[config.mk]
export PLATFORM = sky130hd
export DESIGN_NAME = vram_scan_arbiter
export DESIGN_NICKNAME = d
export VERILOG_FILES = /design/src/rtl/vram_scan_arbiter.sv
export SDC_FILE = /design/constraint.sdc
export NUM_CORES = 1
export LEC_CHECK = 0
export BUFFER_PORTS_ARGS = -buffer_cell sky130_fd_sc_hd__clkbuf_2
export CAP_MARGIN = 30
export CORE_ASPECT_RATIO = 0.9
export CORE_MARGIN = 2
export CORE_UTILIZATION = 35
export CTS_CLUSTER_SIZE = 20
export DETAILED_ROUTE_END_ITERATION = 10
export HOLD_SLACK_MARGIN = 0.06
export PLACE_DENSITY = 0.56
export SLEW_MARGIN = 20
export SYNTH_ARGS = -nofsm -noshare
export SYNTH_HDL_FRONTEND = slang
export SYNTH_SLANG_ARGS = --single-unit
export TNS_END_PERCENT = 1
[constraint.sdc]
create_clock -name clk -period 2.48 [get_ports clk]
set_clock_uncertainty 0.2 [all_clocks]
set_input_delay 0.124 -clock clk [delete_from_list [all_inputs] [get_ports clk]]
set_output_delay 0.124 -clock clk [all_outputs]
set_load 0.02 [all_outputs]
[src/rtl/vram_scan_arbiter.sv]
// rtl/vram_scan_arbiter.sv - VRAM arbiter between rasterizer and scanout prefetch FIFO.
// Optional VRAM_ARB_STATS_EN adds saturating stall/underflow counters.
module vram_scan_arbiter #(
  parameter int ADDR_W     = 16,
  parameter int DATA_W     = 16,
  parameter int FIFO_DEPTH = 8,
  parameter int LOW_WM     = 2,
  parameter int FB_WORDS   = 16384
) (
  input  logic              clk,
  input  logic              reset_n_i,
  input  logic              frame_i,
  input  logic              pix_rd_i,
  output logic [DATA_W-1:0] pix_data_o,
  output logic              pix_valid_o,
  output logic              underflow_o,
  input  logic              gfx_sel_i,
  input  logic              gfx_wr_i,
  input  logic [3:0]        gfx_mask_i,
  input  logic [ADDR_W-1:0] gfx_addr_i,
  input  logic [DATA_W-1:0] gfx_data_i,
  output logic              gfx_ready_o,
  output logic [DATA_W-1:0] gfx_rdata_o,
  output logic              gfx_rvalid_o,
  output logic              ram_sel_o,
  output logic              ram_wr_o,
  output logic [3:0]        ram_mask_o,
  output logic [ADDR_W-1:0] ram_addr_o,
  output logic [DATA_W-1:0] ram_data_o,
  input  logic [DATA_W-1:0] ram_data_i
`ifdef VRAM_ARB_STATS_EN
  ,
  output logic [15:0]       stall_cnt_o,
  output logic [7:0]        under_cnt_o
`endif
);

  localparam int PTR_W = $clog2(FIFO_DEPTH);
  localparam int CNT_W = PTR_W + 1;
  localparam int SA_W  = ADDR_W + 1;

  typedef enum logic {S_RUN, S_DONE} state_t;

  state_t            r_state;
  logic [SA_W-1:0]   r_scan_addr;
  logic              r_inflight;
  logic [CNT_W-1:0]  r_count;
  logic [PTR_W-1:0]  r_wr_ptr;
  logic [PTR_W-1:0]  r_rd_ptr;
  logic [DATA_W-1:0] r_mem [FIFO_DEPTH];
  logic              r_underflow;
  logic              r_gfx_rvalid;

  logic [CNT_W-1:0]  w_level;
  logic              w_scan_ok;
  logic              w_urgent;
  logic              w_space;
  logic              w_scan_gnt;
  logic              w_gfx_gnt;
  logic              w_push;
  logic              w_pop;

  // Scans are held off in the frame_i cycle so no stale word returns after the flush.
  assign w_level    = r_count + CNT_W'(r_inflight);
  assign w_scan_ok  = reset_n_i && !frame_i && (r_state == S_RUN);
  assign w_urgent   = w_scan_ok && (w_level <= CNT_W'(LOW_WM));
  assign w_space    = w_scan_ok && (w_level < CNT_W'(FIFO_DEPTH));
  assign w_gfx_gnt  = reset_n_i && gfx_sel_i && !w_urgent;
  assign w_scan_gnt = w_urgent || (!gfx_sel_i && w_space);

  assign ram_sel_o  = w_scan_gnt || w_gfx_gnt;
  assign ram_wr_o   = w_gfx_gnt && gfx_wr_i;
  assign ram_mask_o = ram_wr_o ? gfx_mask_i : 4'hF;
  assign ram_addr_o = w_scan_gnt ? r_scan_addr[ADDR_W-1:0] : gfx_addr_i;
  assign ram_data_o = gfx_data_i;

  assign gfx_ready_o  = w_gfx_gnt;
  assign gfx_rdata_o  = ram_data_i;
  assign gfx_rvalid_o = r_gfx_rvalid;

  assign w_push = r_inflight && !frame_i;
  assign w_pop  = pix_rd_i && (r_count != '0) && !frame_i;

  assign pix_data_o  = r_mem[r_rd_ptr];
  assign pix_valid_o = (r_count != '0);
  assign underflow_o = r_underflow;

  always_ff @(posedge clk) begin
    if (w_push) r_mem[r_wr_ptr] <= ram_data_i;
  end

  always_ff @(posedge clk) begin
    if (!reset_n_i) begin
      r_state      <= S_RUN;
      r_scan_addr  <= '0;
      r_inflight   <= 1'b0;
      r_gfx_rvalid <= 1'b0;
    end else begin
      r_inflight   <= w_scan_gnt;
      r_gfx_rvalid <= w_gfx_gnt && !gfx_wr_i;
      if (frame_i) begin
        r_state     <= S_RUN;
        r_scan_addr <= '0;
      end else if (w_scan_gnt) begin
        r_scan_addr <= r_scan_addr + SA_W'(1);
        if (r_scan_addr + SA_W'(1) == SA_W'(FB_WORDS)) r_state <= S_DONE;
      end
    end
  end

  always_ff @(posedge clk) begin
    if (!reset_n_i || frame_i) begin
      r_wr_ptr    <= '0;
      r_rd_ptr    <= '0;
      r_count     <= '0;
      r_underflow <= 1'b0;
    end else begin
      if (w_push) r_wr_ptr <= r_wr_ptr + PTR_W'(1);
      if (w_pop)  r_rd_ptr <= r_rd_ptr + PTR_W'(1);
      case ({w_push, w_pop})
        2'b10:   r_count <= r_count + CNT_W'(1);
        2'b01:   r_count <= r_count - CNT_W'(1);
        default: r_count <= r_count;
      endcase
      if (pix_rd_i && (r_count == '0)) r_underflow <= 1'b1;
    end
  end

`ifdef VRAM_ARB_STATS_EN
  logic [15:0] r_stall_cnt;
  logic [7:0]  r_under_cnt;

  always_ff @(posedge clk) begin
    if (!reset_n_i || frame_i) begin
      r_stall_cnt <= '0;
      r_under_cnt <= '0;
    end else begin
      if (gfx_sel_i && !gfx_ready_o && (r_stall_cnt != '1)) r_stall_cnt <= r_stall_cnt + 16'd1;
      if (pix_rd_i && (r_count == '0) && (r_under_cnt != '1)) r_under_cnt <= r_under_cnt + 8'd1;
    end
  end

  assign stall_cnt_o = r_stall_cnt;
  assign under_cnt_o = r_under_cnt;
`endif

endmodule
==> results_dict.tcl, run 1 <==
set metrics [dict create \
    core_area_mm2 0.0200 \
    violations "negative setup slack" \
    r2r-end "r_count[2]" \
    hold_class "primary input to register" \
    gr-usage-all-layers_pct 14.5 \
    crit_type "register to primary output" \
    synth_edf_count 128 \
    grt_pass1_vias 4528 \
    min_path_cells 4 \
    synth_cells 505 \
    multi_input_area_mm2 0.00232 \
    vias 4510 \
    fillerInstances 1737 \
    max_stage_delay_ns 0.36 \
    ys_async_sr_fraction_pct 0 \
    htreeDepth 4 \
    dr.pass1.iters 5 \
    dp.final_hpwl_um 9650 \
    fmax_mhz 397 \
    drtIter0Drc 213 \
    worst_setup_path_start_kind "register" \
    ys_seq_area_share_pct 63.3 \
    whs_endpoint "r_inflight" \
    grt_max_degree 33 \
    ys.warnings.count 0 \
    drv_cap 0 \
    layout_common_cells "edfxtp_1 (128), clkbuf_2 (76), nand2_1 (59)" \
    area_growth_pct 26.7 \
    nNetsFinal 704 \
    drive_gt1_share_pct 36.6 \
    cp.required_ns 2.16 \
    cp_top_family "compound AO/OA/AOI/OAI gates" \
    cts_buffers 17 \
    cts.sinks 162 \
    initial_core_util_pct 35.8 \
    p_leak_nw 3.22 \
    worst_pin_slew_ns 0.436 \
    r2r_cells 9 \
    drc 0 \
    vias_per_cell 4.99 \
    setup_viol 16 \
    seq_area_mm2 0.00453 \
    relSlewSlack_pct 70.7 \
    rows 49 \
    timing.final.crit_share_pct 102 \
    finalPower_w 0.00558 \
    syn_area_mm2 0.00715 \
    cp-end-kind "primary output" \
    path_buf_inv 3 \
    synth-seq-cells 162 \
    fin_util_pct 45.3 \
    antenna_found_initial 0 \
    worstHoldStart "gfx_sel_i" \
    avgSynthCellArea_um2 14.2 \
    critical-path-slowest-cell "dfxtp_4" \
    syn-num-nets 572 \
    crit_chain "ha_4 -> a31o_1 -> a211o_1 -> or2_4 -> inv_8 -> buf_8 -> nand2_1 -> nand2_1 -> buf_6" \
    crit_path_frequent_cell "nand2_1" \
    clkLatencyLatePin_ns 0.42 \
    ys_types 46 \
    yosys_most_used_dff "edfxtp_1" \
    crit_fanout 6 \
    rsz0062_at_grt "yes" \
    antenna_left 0 \
    portBuffers 99 \
    clock_path_buffers 2 \
    powerDensity_mw_per_mm2 616 \
    ir_worst_vdd_v 0.000367 \
    clk_pin_slew_ns 0.06 \
    final_area_mm2 0.00905 \
    cts_root_buf "clkbuf_16" \
    fp.dieH_um 140 \
    io-pin-count 132 \
    hold_viol 0 \
    grt_pass1_wl_um 24000 \
    gp_congestion 0.767 \
    die_area_mm2 0.0216 \
    antennaDiodeCount 0 \
    slew_violations 0 \
    dpl.cell_count 832 \
    min_period_ns 2.52 \
    wl_per_cell_um 16.8 \
    cts_tree "built" \
    finalWorstSetupSlack_ns -0.0415 \
    fin_cells 903 \
    cp.arrival_ns 2.20 \
    final_common_cell "edfxtp_1" \
    status "complete, but fails checks" \
    die_w_um 155 \
    reg2reg_slack_ns 0.01 \
    r2r-start "r_count[3]" \
    grt_overflow_total 0 \
    routed_wl_um 15200 \
    dpl_cell_area_mm2 0.00791 \
]
-- per-stage QoR --
| stage | hold WS [ns] | setup WS (ns) | TNS, ns |
|---|---|---|---|
| 2_1_floorplan | 0.00331 | -0.0344 | -1.21 |
| 3_3_place_gp | 0.0482 | 0.165 | 0 |
| 3_5_place_dp | 0.0482 | 0.0506 | 0 |
| 4_1_cts | 0.0881 | -0.0531 | -0.636 |
| 5_1_grt | 0.0924 | -0.147 | -2.56 |
| 6_report | 0.0711 | -0.0415 | -0.337 |
-- flip-flops by register name, summed over array words and instances (netlist names), named ones only --
| register | count |
|---|---|
| gfx_rvalid_o | 1 |
| r_rd_ptr | 3 |
| r_wr_ptr | 3 |
| r_mem | 128 |
| r_inflight | 1 |
| r_count | 4 |
| underflow_o | 1 |
| r_scan_addr | 17 |
| r_state | 1 |
-- per-layer routing --
metal,up-vias,part of all wire (%),track usage (%)
met5,-,0,0
met4,0,0.82,3.65
met3,11,4.6,3.89
met2,153,49,23.9
met1,2245,46,19.1
li1,2101,-,-
-- cells by family (layout without fill, tap and decap cells) --
kind of cell / Yosys count / in the layout / synth area share [%]
and+or+nand+nor: 165 / 165 / 10.9
DFF: 162 / 162 / 63.3
buffers and inverters: 65 / 208 / 5.36
muxes: 51 / 51 / 13.0
xor gates and xnor gates: 29 / 29 / 3.55
AOI/OAI and AO/OA: 24 / 24 / 2.26
adders and majority gates: 9 / 9 / 1.58
-- worst max-delay path by stage --
stage | cells past startpoint | end | slack (ns) | from
final | 9 | ram_addr_o[14] | -0.04 | r_count[0]
after global routing | 9 | r_count[2] | -0.15 | r_count[3]
after CTS | 9 | ram_addr_o[3] | -0.05 | r_inflight
after detailed placement | 9 | r_count[3] | 0.05 | r_count[2]
after global placement | 9 | r_count[3] | 0.16 | r_count[2]
after floorplan | 3 | r_mem[0][0] | -0.03 | r_inflight
-- tightest hold or removal path: cells and delay by family --
kind                   cells  cell delay, ns
AOI/OAI and AO/OA          1            0.18
buffers and inverters      2            0.15
and+or+nand+nor            1            0.18
-- synth_stat cells, types with 9 or more instances --
cell,instances,share of area [%]
buf_4,32,3.4
clkbuf_1,19,1.0
dfxtp_1,34,9.5
edfxtp_1,128,54
ha_1,9,1.6
mux2_2,16,2.5
mux4_2,32,10
nand2_1,69,3.6
nor2_1,35,1.8
nor3_1,12,0.84
nor4_1,9,0.79
xnor2_1,21,2.6
-- power breakdown --
group,switching (W),internal [W]
combinational,0.000214,0.000173
sequential,0.00000656,0.00294
clock,0.000995,0.00125
total,0.00122,0.00436
-- area by class of cell --
cell class,instances,share of cell area (%)
multi-input cells,278,25.7
clock inverters,11,0.760
well taps,255,3.52
inverters,3,0.207
flip-flops and latches,162,50.1
repair buffers,175,15.0
clock buffers,19,4.78
-- repair_timing --
item,4_1_cts,5_1_grt
hold buffers,37,0
buffers inserted,1,1
gates resized for setup,33,61
hold endpoints to repair,155,0
endpoints found under the setup margin,36,28
pin swaps,0,12
cloned,1,1
No activity file was read; power rests on OpenSTA's default activity.
==> run 2, diff against run 1 <==
- ABC_AREA: unset -> 1
- RECOVER_POWER: unset -> 100
==> results_dict.tcl, run 2 <==
set metrics [dict create \
    p_clk_share_pct 43.3 \
    wl_per_cell_um 15.1 \
    hold_class "primary input to register" \
    antenna_left 0 \
    ir_worst_vdd_v 0.000409 \
    seq_area_mm2 0.00454 \
    dr.pass1.iters 5 \
    synth-seq-cells 162 \
    vias_per_cell 4.83 \
    p_leak_nw 3.41 \
    path_depth 13 \
    timing.final.crit_share_pct 99.0 \
    r2r_cells 12 \
    status "complete, no violations" \
    synthAdderAreaFrac_pct 1.54 \
    dpl_cell_area_mm2 0.00800 \
    internal_power_w 0.00472 \
    fin_cells 1142 \
    crit_chain "ha_4 -> ha_4 -> nand2_2 -> nand3_2 -> nand2_2 -> nand4_4 -> buf_12 -> inv_8 -> nor2_4 -> inv_2 -> nor2_4 -> nand2_1 -> clkbuf_8" \
    reg_top3 "r_mem x128, r_scan_addr x17, r_count x4" \
    min_period_ns 2.46 \
    crit_fanout 5 \
    layout_common_cells "nor2_1 (156), edfxtp_1 (128), o21ai_0 (87)" \
    drt-met1-wl_um 8200 \
    largest_reg_flops 128 \
    largest-register "r_mem" \
    highest_layer "met4" \
    cp_top_family "simple AND/OR/NAND/NOR gates" \
    fmax_mhz 407 \
    drive_gt1_share_pct 19.8 \
    power_frac_seq_pct 48.9 \
    antennaDiodeCount 0 \
    grt_max_degree 48 \
    synthTopCellsByArea "edfxtp_1 (53%), dfxtp_1 (9.3%), nor2_1 (8.2%)" \
    powerDensity_mw_per_mm2 656 \
    relSlewSlack_pct 44.7 \
    crit_type "register to primary output" \
    gp_congestion 0.847 \
    reg2reg_slack_ns 0.15 \
    clk_pin_slew_ns 0.06 \
    rsz0062_at_grt "yes" \
    cts_buffers 17 \
    die_area_mm2 0.0220 \
    htreeDepth 4 \
    synth.most_common_cell "nor2_1" \
    antenna_found_initial 0 \
    dpl.cell_count 1058 \
    multi_input_area_mm2 0.00229 \
    final_common_cell "nor2_1" \
    r2r-start "r_count[0]" \
    final_area_mm2 0.00925 \
    endpoint "ram_mask_o[2]" \
    io-pin-count 132 \
    share_comb_of_total_power_pct 7.8 \
    cts_root_buf "clkbuf_16" \
    drc 0 \
    clkLatencyLatePin_ns 0.43 \
    path_buf_inv 4 \
    p_sw_share_pct 22.3 \
    fillerInstances 1975 \
    yosys.area.top_type_share_pct 52.7 \
    met3WireLength_um 890 \
    vias 5520 \
    syn_area_mm2 0.00729 \
    worst_setup_path_start_kind "register" \
    cp.required_ns 2.16 \
    initial_core_util_pct 35.3 \
    worst_pin_slew_ns 0.829 \
    met2_length_um 8090 \
    routed_wl_um 17300 \
    grt_pass1_wl_um 26800 \
    ys_types 30 \
    grt_pass1_vias 5025 \
    hold_viol 0 \
    drtIter0Drc 328 \
    r2r-end "r_count[3]" \
    grt_overflow_total 0 \
    synth_area_leader_cell "edfxtp_1" \
    rows 50 \
    yosys-top-cells-count "nor2_1 (159), edfxtp_1 (128), o21ai_0 (93)" \
    cts_tree "built" \
    fin_util_pct 44.8 \
    setup_viol 0 \
    cts.sinks 162 \
    dp.final_hpwl_um 10600 \
    synth_top_family_by_area "simple AND/OR/NAND/NOR gates" \
    synth_cells 733 \
    cp.arrival_ns 2.13 \
    syn-num-nets 800 \
    area_growth_pct 26.9 \
    die_w_um 156 \
    slew_violations 0 \
    clock_path_buffers 2 \
    tns_ns 0 \
    gr-usage-all-layers_pct 16.0 \
    cp-end-kind "primary output" \
    crit_start "r_count[0]" \
    nNetsFinal 936 \
    core_area_mm2 0.0206 \
    switchingPower_w 0.00135 \
    ys_async_sr_fraction_pct 0 \
    yosys.area_share.simple_pct 16.3 \
    avgSynthCellArea_um2 9.95 \
    drv_cap 0 \
    fp.dieH_um 141 \
    ys.warnings.count 0 \
    max_stage_delay_ns 0.35 \
    critical-path-slowest-cell "dfxtp_4" \
    synthXorXnorAreaFrac_pct 0.721 \
    ys_seq_area_share_pct 62.0 \
    synth_edf_count 128 \
    synth-compound-area-share_pct 11.6 \
    portBuffers 99 \
    yosys_most_used_dff "edfxtp_1" \
    muxShareOfSynthArea_pct 0 \
]
-- run 2: per-layer routing --
metal  vias up  global-route usage, %
met5         -                      0
met4         0                   5.02
met3         8                   3.78
met2       149                   25.2
met1      2605                   22.1
li1       2758                      -
-- run 2: worst register-to-register path: cells and delay by family, from the launching register on --
kind,cells,cell delay [ns]
adder cells (fa/ha/maj),1,0.22
buffers and inverters,2,0.22
AO/OA/AOI/OAI,4,0.50
flip-flops,1,0.35
AND/OR/NAND/NOR,4,0.54
XOR/XNOR,1,0.18
-- run 2: per-stage QoR --
stage / power [W] / hold slack, ns / setup slack, ns
2_1_floorplan: 0.00329 / -0.00362 / 0.185
3_3_place_gp: 0.00339 / 0.0481 / 0.150
3_5_place_dp: 0.00339 / 0.0481 / 0.104
4_1_cts: 0.00613 / 0.0929 / -0.0325
5_1_grt: 0.00628 / 0.117 / -0.0709
6_report: 0.00607 / 0.131 / 0.0245
-- run 2: worst min-delay path by stage --
stage	startpoint	to	slack, ns	cells past startpoint
2_1_floorplan	gfx_wr_i	gfx_rvalid_o	-0.004	1
3_3_place_gp	gfx_data_i[12]	ram_data_o[12]	0.05	0
3_5_place_dp	gfx_data_i[12]	ram_data_o[12]	0.05	0
4_1_cts	gfx_sel_i	r_inflight	0.09	6
5_1_grt	gfx_sel_i	r_inflight	0.12	6
6_report	gfx_sel_i	r_inflight	0.13	6
-- run 2: power by group through the flow --
stage	Clock (W)	Sequential [W]	Combinational, W
floorplan	0	0.00302	0.000264
global placement	0	0.00303	0.000363
detailed placement	0	0.00303	0.000367
CTS	0.00269	0.00297	0.000479
global route	0.00279	0.00297	0.000518
finish	0.00263	0.00297	0.000472
-- run 2: what timing repair did --
action,CTS,global route
setup endpoints to repair,22,24
buffers inserted,9,3
gates resized for setup,32,38
hold buffers,38,0
pin swaps,6,8
endpoints found under the hold margin,163,0
cloned,2,0
-- run 2: final cells by class --
cell class | count | share of cell area, %
inverter | 49 | 2.07
sequential | 162 | 49.0
multi-input combinational | 458 | 24.8
tap | 260 | 3.52
timing repair buffer | 181 | 14.2
clock inverter | 13 | 1.73
clock buffer | 19 | 4.68
-- run 2: cells by family (layout without fill, tap and decap cells) --
logic type	after synthesis	after routing
AOI/OAI and AO/OA	157	157
buffers and inverters	113	262
adders and majority gates	9	9
xor gates and xnor gates	6	6
DFF	162	162
and+or+nand+nor	286	286
